--- config.mk ---
export PLATFORM = sky130hd
export DESIGN_NAME = seg7_scan_driver
export DESIGN_NICKNAME = d
export VERILOG_FILES = /design/src/rtl/seg7_scan_driver.sv
export SDC_FILE = /design/constraint.sdc
export NUM_CORES = 1
export LEC_CHECK = 0
export ABC_AREA = 1
export ABC_CLOCK_PERIOD_IN_PS = 4000
export BUFFER_PORTS_ARGS = -buffer_cell sky130_fd_sc_hd__buf_2
export CORE_MARGIN = 8
export CORE_UTILIZATION = 40
export DETAILED_ROUTE_END_ITERATION = 7
export PLACE_DENSITY = 0.62
export SLEW_MARGIN = 20
export SYNTH_ARGS = -nofsm -noshare
export SYNTH_HDL_FRONTEND = slang
export SYNTH_SLANG_ARGS = --single-unit
--- constraint.sdc ---
create_clock -name clk -period 4 [get_ports clk]
set_input_delay 0.8 -clock clk [delete_from_list [all_inputs] [get_ports clk]]
set_output_delay 0.8 -clock clk [all_outputs]
set_load 0.1 [all_outputs]
--- src/rtl/seg7_scan_driver.sv ---
// -----------------------------------------------------------------------------
// seg7_scan_driver
//
// Time-multiplexed driver for a bank of common-anode 7-segment digits.
// A packed hex word and a per-digit decimal-point mask are captured into
// shadow registers on `load`. The driver then selects one digit at a time and
// holds it for REFRESH_DIV clock cycles. The anode select and the segment
// pattern are active-low and change only on a scan tick.
//
// Parameters
//   NUM_DIGITS   number of scanned digits, 1..8
//   REFRESH_DIV  clk cycles each digit stays selected, >= 2
//
// Ports
//   clk        in   system clock, all state on rising edge
//   reset      in   synchronous active-high reset
//   value      in   packed hex digits, digit k = value[4k+3:4k]
//   dp_mask    in   bit k lights the decimal point of digit k
//   load       in   capture value/dp_mask into the shadow registers
//   anode      out  active-low one-hot digit select (registered)
//   catode     out  active-low segments {A,B,C,D,E,F,G,P} (registered)
//   digit_idx  out  index of the currently driven digit (registered)
//
// Optional feature
//   SEG7_LEADING_ZERO_BLANK_EN : when defined, blanks the segments of leading
//   zero digits (digit 0 is never blanked, decimal points still follow
//   dp_mask). When undefined, no blanking logic exists.
// -----------------------------------------------------------------------------
module seg7_scan_driver #(
  parameter int NUM_DIGITS  = 4,
  parameter int REFRESH_DIV = 100000,
  localparam int IDX_W      = (NUM_DIGITS > 1) ? $clog2(NUM_DIGITS) : 1
) (
  input  logic                    clk,
  input  logic                    reset,
  input  logic [4*NUM_DIGITS-1:0] value,
  input  logic [NUM_DIGITS-1:0]   dp_mask,
  input  logic                    load,
  output logic [NUM_DIGITS-1:0]   anode,
  output logic [7:0]              catode,
  output logic [IDX_W-1:0]        digit_idx
);

  localparam int PRE_W = $clog2(REFRESH_DIV);
  localparam logic [PRE_W-1:0] LAST_PRE = PRE_W'(REFRESH_DIV - 1);
  localparam logic [IDX_W-1:0] LAST_IDX = IDX_W'(NUM_DIGITS - 1);

  // Hex nibble to active-high segments, bit order A..G = [6:0].
  function automatic logic [6:0] seg7_decode(input logic [3:0] nib);
    logic [6:0] seg;
    case (nib)
      4'h0:    seg = 7'b1111110;
      4'h1:    seg = 7'b0110000;
      4'h2:    seg = 7'b1101101;
      4'h3:    seg = 7'b1111001;
      4'h4:    seg = 7'b0110011;
      4'h5:    seg = 7'b1011011;
      4'h6:    seg = 7'b1011111;
      4'h7:    seg = 7'b1110000;
      4'h8:    seg = 7'b1111111;
      4'h9:    seg = 7'b1111011;
      4'hA:    seg = 7'b1110111;
      4'hB:    seg = 7'b0011111;
      4'hC:    seg = 7'b1001110;
      4'hD:    seg = 7'b0111101;
      4'hE:    seg = 7'b1001111;
      4'hF:    seg = 7'b1000111;
      default: seg = 7'b0000000;
    endcase
    return seg;
  endfunction

  // State flops
  logic [4*NUM_DIGITS-1:0] val_q, val_d;
  logic [NUM_DIGITS-1:0]   dp_q, dp_d;
  logic [PRE_W-1:0]        pre_q, pre_d;
  logic [IDX_W-1:0]        idx_q, idx_d;
  logic [NUM_DIGITS-1:0]   anode_q, anode_d;
  logic [7:0]              catode_q, catode_d;

  // Combinational helpers
  logic                    tick_s;
  logic [IDX_W-1:0]        idx_nxt_s;
  logic [3:0]              nib_arr_s [NUM_DIGITS];
  logic [3:0]              nib_sel_s;
  logic                    dp_sel_s;
  logic                    blank_sel_s;
  logic [NUM_DIGITS-1:0]   blank_s;
  logic [6:0]              seg_sel_s;

  assign tick_s = (pre_q == LAST_PRE);

  // Split the shadow word into one nibble per digit for indexed selection.
  always_comb begin
    for (int k = 0; k < NUM_DIGITS; k++) begin
      nib_arr_s[k] = val_q[4*k +: 4];
    end
  end

`ifdef SEG7_LEADING_ZERO_BLANK_EN
  logic zero_run_s;

  // Flag digits whose nibble and every more-significant nibble are zero.
  always_comb begin
    blank_s    = {NUM_DIGITS{1'b0}};
    zero_run_s = 1'b1;
    for (int k = NUM_DIGITS - 1; k >= 1; k--) begin
      zero_run_s = zero_run_s & (val_q[4*k +: 4] == 4'h0);
      blank_s[k] = zero_run_s;
    end
  end
`else
  assign blank_s = {NUM_DIGITS{1'b0}};
`endif

  // Select the digit that becomes active on the next tick and build its pattern.
  always_comb begin
    if (idx_q == LAST_IDX) begin
      idx_nxt_s = {IDX_W{1'b0}};
    end else begin
      idx_nxt_s = idx_q + IDX_W'(1'b1);
    end
    nib_sel_s   = nib_arr_s[idx_nxt_s];
    dp_sel_s    = dp_q[idx_nxt_s];
    blank_sel_s = blank_s[idx_nxt_s];
    if (blank_sel_s) begin
      seg_sel_s = 7'b0000000;
    end else begin
      seg_sel_s = seg7_decode(nib_sel_s);
    end
  end

  // Next-state logic: shadow capture, prescaler and tick-driven output update.
  always_comb begin
    val_d    = val_q;
    dp_d     = dp_q;
    pre_d    = pre_q;
    idx_d    = idx_q;
    anode_d  = anode_q;
    catode_d = catode_q;

    if (load) begin
      val_d = value;
      dp_d  = dp_mask;
    end else begin
      val_d = val_q;
      dp_d  = dp_q;
    end

    // The tick encodes the old shadow contents even when load hits the same
    // edge, because the pattern is built from val_q/dp_q, not val_d/dp_d.
    if (tick_s) begin
      pre_d    = {PRE_W{1'b0}};
      idx_d    = idx_nxt_s;
      anode_d  = ~(NUM_DIGITS'(1'b1) << idx_nxt_s);
      catode_d = ~{seg_sel_s, dp_sel_s};
    end else begin
      pre_d    = pre_q + PRE_W'(1'b1);
      idx_d    = idx_q;
      anode_d  = anode_q;
      catode_d = catode_q;
    end
  end

  // State registers with synchronous reset that dominates load and tick.
  always_ff @(posedge clk) begin
    if (reset) begin
      val_q    <= {(4*NUM_DIGITS){1'b0}};
      dp_q     <= {NUM_DIGITS{1'b0}};
      pre_q    <= {PRE_W{1'b0}};
      idx_q    <= LAST_IDX;
      anode_q  <= {NUM_DIGITS{1'b1}};
      catode_q <= 8'hFF;
    end else begin
      val_q    <= val_d;
      dp_q     <= dp_d;
      pre_q    <= pre_d;
      idx_q    <= idx_d;
      anode_q  <= anode_d;
      catode_q <= catode_d;
    end
  end

  assign anode     = anode_q;
  assign catode    = catode_q;
  assign digit_idx = idx_q;

endmodule

==> Word level (Yosys, flattened, before mapping) <==
Memory sizes are Yosys's and may differ from the RTL's.
Index checks and enable logic that the tools add are counted.
W data, S select, Z words.
{ "op_classes": {"add_sub_neg": 2, "order_cmp": 2, "eq_ne": 2, "n_shift": 1, "mux": 9, "n_bitwise": 3, "n_reduce_logical": 1} }
{ "op_table": {"columns": ["op", "count"], "rows": [
  ["$add A17 B1 Y17 const B", 1],
  ["$eq A17 B17 Y1 const B", 1],
  ["$bmux W4 S2", 1],
  ["$mux W4", 2],
  ["$not A8 Y8", 1],
  ["$mux W7", 1],
  ["$bmux W1 S2", 2],
  ["$not A4 Y4", 1],
  ["$shl A1 B2 Y4 const A", 1],
  ["$ge A3 B3 Y1 const B", 1],
  ["$lt A2 B3 Y1 const B", 1],
  ["$not A2 Y3", 1],
  ["$add A2 B1 Y2 const B", 1],
  ["$eq A2 B2 Y1 const B", 1],
  ["$mux W1", 2],
  ["$mux W2", 1],
  ["$reduce_or A2 Y1", 1]
]} }
{ "totals": {"reg_bits": 51, "romBits": 112, "in_bits": 23, "elab_cells": 27, "memories": 1} }
{ "memory_table": {"columns": ["name", "words", "width", "rd", "rd_clocked_by_memory_dff", "write_ports", "line_no", "text"], "rows": [
  ["(name not given)", 16, 7, 1, 0, 0, "51", "case (nib)"]
]} }

==> Depth between registers and ports, before layout <==
Gate-level depths: netlist of run 1.
An unclocked memory read counts as a cell.
{ "logic_depth": {"ltp_word": 9, "depth_mapped": 14, "mapped_depth_nobuf": 13} }

==> Least setup slack after synthesis of run 1 <==
No wires, ideal clock.
{ "synth_timing": {"kind": "reg-to-reg", "from": "register idx_q[0], in the netlist digit_idx[0]", "to": "register catode_q[4], in the netlist catode[4]", "setup_ns": 0.117, "t_arrival_ns": 2.681, "path_slack_ns": 1.202, "path_stages_with_launch": 12, "path_buffers": 0, "period_less_slack_ns": 2.798, "cell_sequence": "dfxtp_1 -> inv_2 -> ha_1 -> inv_1 -> nand3_1 -> and2_1 -> inv_1 -> ha_1 -> nand2_1 -> nand3_1 -> nand3b_1 -> nand2_1"} }
{ "synth_via": {"elab_chain_len": 9, "elab_cells_between_ends": 12} }
{ "synth_rtl": {"columns": ["element", "line_no", "text"], "rows": [
  ["start: declaration", "77", "logic [IDX_W-1:0] idx_q, idx_d;"],
  ["start signal: assignment", "178", "idx_q <= idx_d;"],
  ["$add A2 B1 Y2 / $eq A2 B2 Y1 (equally long branches)", "121, 118", null],
  ["$mux W2 *", "118", "if (idx_q == LAST_IDX) begin"],
  ["via idx_nxt_s[1]", "83", "logic [IDX_W-1:0] idx_nxt_s;"],
  ["$not A2 Y3 (not written as such)", "123", "nib_sel_s = nib_arr_s[idx_nxt_s];"],
  ["$bmux W4 S2", "123", null],
  ["$mux W4 (not written as such) (2 in a row)", "123", null],
  ["$mem_v2 Z16 W7", null, null],
  ["$mux W7 *", "126", "if (blank_sel_s) begin"],
  ["$not A8 Y8 *", "156", "catode_d = ~{seg_sel_s, dp_sel_s};"],
  ["end signal: assignment", "180", "catode_q <= catode_d;"],
  ["end: declaration", "79", "logic [7:0] catode_q, catode_d;"]
]} }
The timed path passes the listed nets; every way through them passes the cells marked *. The select of a mux whose other input is x is not followed.
A chain may end at the register's enable or synchronous reset.

==> Final worst setup path of run 1 <==
{ "layout_timing": {"from": "register idx_q[0], in the netlist digit_idx[0]", "to": "register catode_q[6], in the netlist catode[6]"} }
Same word-level chain as after synthesis.

==> out/metrics.yaml, run 1 <==
outcome:
  status: "complete, no violations"
run:
  drv_cap: 0
layout:
  antennaDiodeCount: 0
  fill_cells: 690
  layout.nets: 424
  regArea_um2: 1020
  drive_gt1_share_pct: 19.5
  syn_to_final_growth_pct: 13.1
  layoutNonFillerInstCount: 466
  multiInputGateArea_um2: 1380
setup_path:
  crit_arrival_ns: 2.61
  crit_fanout: 7
  slowest_stage: "dfxtp_1"
  end_kind: "flop"
  r2r_start: "digit_idx[0]"
  crit_type: "flop to flop"
  critPathRequiredTime_ns: 4.25
  critPathLaunch: "digit_idx[0]"
  cp_common_cell: "nor2_1"
  cp-start-kind: "flop"
  slowest_delay_ns: 0.47
  path_cells: "inv_2, ha_1, inv_1, nand3_1, and2_1, inv_1, ha_1, nor2_1, nand2_1, nand2_1, nor2_1, nor2_1"
detailed_routing:
  drc: 0
  vias_per_cell: 4.82
  drt-initial-drc-count: 113
  totalWireLength_um: 5500
  avgRoutedWirePerCell_um: 11.8
  antenna_left: 0
  vias: 2244
  first_pass_iters: 4
die:
  core_area_um2: 6310
  die-area_um2: 9320
  io_pins: 37
  rows: 29
  dieHeight_um: 96.6
  start_util_pct: 41.1
  dieWidth_um: 96.6
global_route:
  grt-ovfl-total: 0
  grt_pass1_vias: 2126
  grt_pass1_wl_um: 9270
  grt_max_degree: 27
  grt_usage_pct: 12.4
  antenna_found_initial: 0
timing:
  whs_ns: 0.455
  rsz0062_at_grt: "false"
  finalCritPeriodShare_pct: 59.1
  maxSlewViolCount: 0
  setup_violations: 0
  tightest_slew_ns: 0.694
  skew_ns: 0.0111
  hold_viol: 0
  slew_headroom_pct: 53.7
  final.min_clock_period_ns: 2.36
  fmax_mhz: 423
  setup_tns_ns: 0
logic_synthesis:
  synth_cells: 354
  synth_edf_count: 0
  netlist_area_um2: 2600
  synthArstFlopShare_pct: 0
  syn_avg_cell_area_um2: 7.33
  yosysUniqueCellTypes: 32
  ys_ff_latch: 51
  syn_nets: 390
  seq_area_frac_synth_pct: 39.3
  synth-main-ff-cell: "dfxtp_1"
  yosysWarnings: 0
clock_tree:
  clk_pin_slew_worst_paths_ns: 0.10
  cts_hold_buf: 0
  clk_latency_ns: 0.31
  clock_sinks: 51
  htreeDepth: 2
  post_cts_buffers: 0
  post_cts_resized: 0
  clockBufferDepth: 2
  cts_tree: "yes"
  cts-buffers-inserted: 5
  clockRootBuffer: "clkbuf_8"
placed_design:
  dpl.cell_count: 458
  io_buffers: 36
  dp_hpwl_um: 4150
  gp_congestion: 0.827
power:
  total_leakage_power_nw: 1.21
  peakVddDrop_mv: 0.191
  power_mw: 1.03
  pwr_density_cell_nw_per_um2: 350
worst_hold_path:
  hp-start: "pre_q[0]"
  hold_class: "flop to flop"
## worst max-delay path: cells and delay by family (launching register included)
kind / cells / cell delay, ns
adders and majority gates: 2 / 0.78
and+or+nand+nor: 7 / 0.64
DFF: 1 / 0.47
buffers and inverters: 3 / 0.42
## cell usage in the layout (no fill, tap or decap), types with 5 or more instances in the layout
cell	synthesis	layout
clkbuf_8	0	5
nand4_1	5	5
inv_2	5	5
nand2_2	7	7
a21oi_1	24	24
nor2_1	61	61
nand3_1	22	22
ha_1	13	13
o21ai_0	24	24
nand2_1	60	60
nor3_1	9	9
dfxtp_1	51	51
inv_1	30	30
buf_2	0	36
nor2_2	9	9
## area by class of cell
type	instances	area share, %
clock buffer	6	2.47
clock inverter	2	2.05
inverter	35	4.47
multi-input combinational	259	46.8
sequential	51	34.8
tap	77	3.28
timing repair buffer	36	6.14
## layer usage
| metal | vias up | part of all wire (%) | track usage [%] |
|---|---|---|---|
| met5 | - | 0 | 0 |
| li1 | 1207 | - | - |
| met2 | 34 | 47 | 20.9 |
| met3 | 8 | 4.0 | 4.17 |
| met1 | 995 | 48 | 14.5 |
| met4 | 0 | 1.6 | 4.16 |
## through the flow
stage	instance area, um^2	utilization, %	setup slack, ns
CTS	2940	46.5	1.61
floorplan	2600	-	1.20
detailed placement	2800	44.4	1.64
finish	2940	46.5	1.64
global placement	2800	44.4	1.73
global route	2940	46.5	1.39
## cells by family after synthesis
group | count (synthesis) | synth area share, %
compound gates | 55 | 11.1
buf+inv | 44 | 7.71
xor+xnor | 3 | 1.01
fa+ha+maj | 13 | 6.27
simple gates | 188 | 34.6
flops | 51 | 39.3
## report_power, final
| group | switching [mW] | internal, mW |
|---|---|---|
| registers | 0.00765 | 0.524 |
| clock network | 0.168 | 0.250 |
| logic | 0.0489 | 0.0286 |
| total | 0.225 | 0.802 |
## Yosys cell counts, types with 3 or more instances
| master | instances | area [um^2] |
|---|---|---|
| nor2_2 | 9 | 56.3 |
| ha_1 | 13 | 163 |
| inv_2 | 5 | 18.8 |
| nor3_1 | 9 | 45.0 |
| a21oi_1 | 24 | 120 |
| nand3_1 | 22 | 110 |
| xor2_1 | 3 | 26.3 |
| nand2_1 | 60 | 225 |
| dfxtp_1 | 51 | 1020 |
| inv_1 | 30 | 113 |
| nor2_1 | 61 | 229 |
| o21ai_0 | 24 | 120 |
| nand4_1 | 5 | 31.3 |
| nand3_2 | 4 | 40.0 |
| nand2_2 | 7 | 43.8 |
| clkbuf_1 | 5 | 18.8 |
## flip-flops by register name, indices dropped and copies added, names as in the netlist
| name | cells |
|---|---|
| anode | 4 |
| catode | 8 |
| digit_idx | 2 |
| dp_q | 4 |
| pre_q | 17 |
| val_q | 16 |
## path summary, 6_finish.rpt
check | slack, ns | cells after the start | endpoint
max | 1.64 | 12 | catode[6]
max reg2reg | 1.64 | 12 | catode[6]
min | 0.45 | 1 | pre_q[0]
min reg2reg | 0.45 | 1 | pre_q[0]
No activity file was read; power rests on OpenSTA's default activity.
==> run 2, diff against run 1 <==
ABC_CLOCK_PERIOD_IN_PS = 2400   (was 4000)
clock period = 2.4 ns   (was 4 ns; I/O delays follow)
==> out/metrics.yaml, run 2 (synthesis results as in run 1) <==
setup_path:
  slowest_delay_ns: 0.44
  crit_type: "flop to flop"
  end_kind: "flop"
  path_buf_inv: 3
  path_delay_family: "adder cells"
  crit_arrival_ns: 2.41
  path_cells: "inv_2, ha_1, inv_1, nand3_1, and2_1, inv_1, ha_1, nor2_1, nand2_1, nand2_1, nor2_1, nor2_1"
  crit_fanout: 7
  slowest_stage: "ha_1"
  cp-start-kind: "flop"
  cp_common_cell: "nor2_1"
  critPathRequiredTime_ns: 2.64
power:
  peakVddDrop_mv: 0.302
  pwr_density_cell_nw_per_um2: 566
  total_leakage_power_nw: 1.22
layout:
  syn_to_final_growth_pct: 14.1
  antennaDiodeCount: 0
  fill_cells: 672
  layout_commonest_cell: "nor2_1"
  layout_common_cells: "nor2_1 (61), nand2_1 (60), dfxtp_1 (49), buf_2 (36), inv_1 (30)"
  regArea_um2: 1030
  regMostFlops: "pre_q"
  drive_gt1_share_pct: 20.7
  multiInputGateArea_um2: 1380
  layout.nets: 427
  largest_reg_flops: 17
die:
  dieHeight_um: 96.6
  start_util_pct: 41.1
  dieWidth_um: 96.6
  rows: 29
  die-area_um2: 9320
  core_area_um2: 6310
  io_pins: 37
timing:
  tightest_slew_ns: 0.684
  setup_violations: 0
  timing.final.ws_setup_ns: 0.230
  final.min_clock_period_ns: 2.17
  skew_ns: 0.00594
  finalCritPeriodShare_pct: 90.4
  setup_tns_ns: 0
  hold_viol: 0
  rsz0062_at_grt: "false"
  fmax_mhz: 461
  slew_headroom_pct: 54.3
  maxSlewViolCount: 0
clock_tree:
  clockRootBuffer: "clkbuf_8"
  post_cts_resized: 0
  cts_tree: "yes"
  post_cts_buffers: 0
  clk_pin_slew_worst_paths_ns: 0.09
  clockBufferDepth: 2
  cts-buffers-inserted: 5
  htreeDepth: 2
  cts_hold_buf: 0
  clock_sinks: 51
  clk_latency_ns: 0.30
global_route:
  antenna_found_initial: 0
  grt-ovfl-total: 0
  grt_pass1_vias: 2161
  grt_pass1_wl_um: 9730
  grt_usage_pct: 13.0
  grt_max_degree: 27
worst_hold_path:
  hold_class: "primary input to flop"
detailed_routing:
  vias: 2280
  avgRoutedWirePerCell_um: 12.1
  first_pass_iters: 4
  antenna_left: 0
  drt-initial-drc-count: 148
  vias_per_cell: 4.86
  drc: 0
  totalWireLength_um: 5680
placed_design:
  gp_congestion: 0.924
  io_buffers: 36
  dp_slack_ns: 0.270
  dp_hpwl_um: 4260
outcome:
  status: "complete, no violations"
run:
  drv_cap: 0
==> run 2: where the power goes <==
part	total, mW	switching, mW	internal (mW)
logic	0.133	0.0841	0.0489
registers	0.884	0.0130	0.871
clock network	0.659	0.284	0.375
==> run 2: final timing paths <==
check / startpoint / end / slack (ns) / depth (start not counted)
max: digit_idx[0] / catode[6] / 0.23 / 12
min: value[12] / val_q[12] / 0.40 / 3
max reg2reg: digit_idx[0] / catode[6] / 0.23 / 12
min reg2reg: pre_q[0] / pre_q[0] / 0.46 / 1
==> run 2: tightest hold or removal path, cell delays in order <==
cell and delay (ns):
buf_2 0.08, nor2_1 0.03, nor2_1 0.08
==> run 2: layout make-up <==
type	count	share of cell area (%)
multi-input cells	259	46.4
flip-flops and latches	51	34.7
clock inverters	1	1.01
clock buffers	7	3.30
inverters	35	4.44
repair buffers	39	6.84
well taps	77	3.25
==> run 2: per-layer routing <==
metal,vias to the layer above,wire length [um],track usage (%)
met5,-,0,0
met2,46,2790,22.7
met3,9,212,3.86
met4,0,74,4.29
li1,1216,-,-
met1,1009,2600,14.8
==> run 2: stage by stage <==
| step | hold slack [ns] | area, um^2 | cells | total power [mW] | util [%] |
|---|---|---|---|---|---|
| CTS | 0.389 | 2960 | 469 | 1.69 | 46.9 |
| floorplan | 0.417 | 2600 | 354 | 0.996 | - |
| global route | 0.383 | 2960 | 469 | 1.75 | 46.9 |
| finish | 0.395 | 2960 | 469 | 1.68 | 46.9 |
| global placement | 0.428 | 2830 | 461 | 1.03 | 44.9 |
| detailed placement | 0.443 | 2830 | 461 | 1.04 | 44.9 |
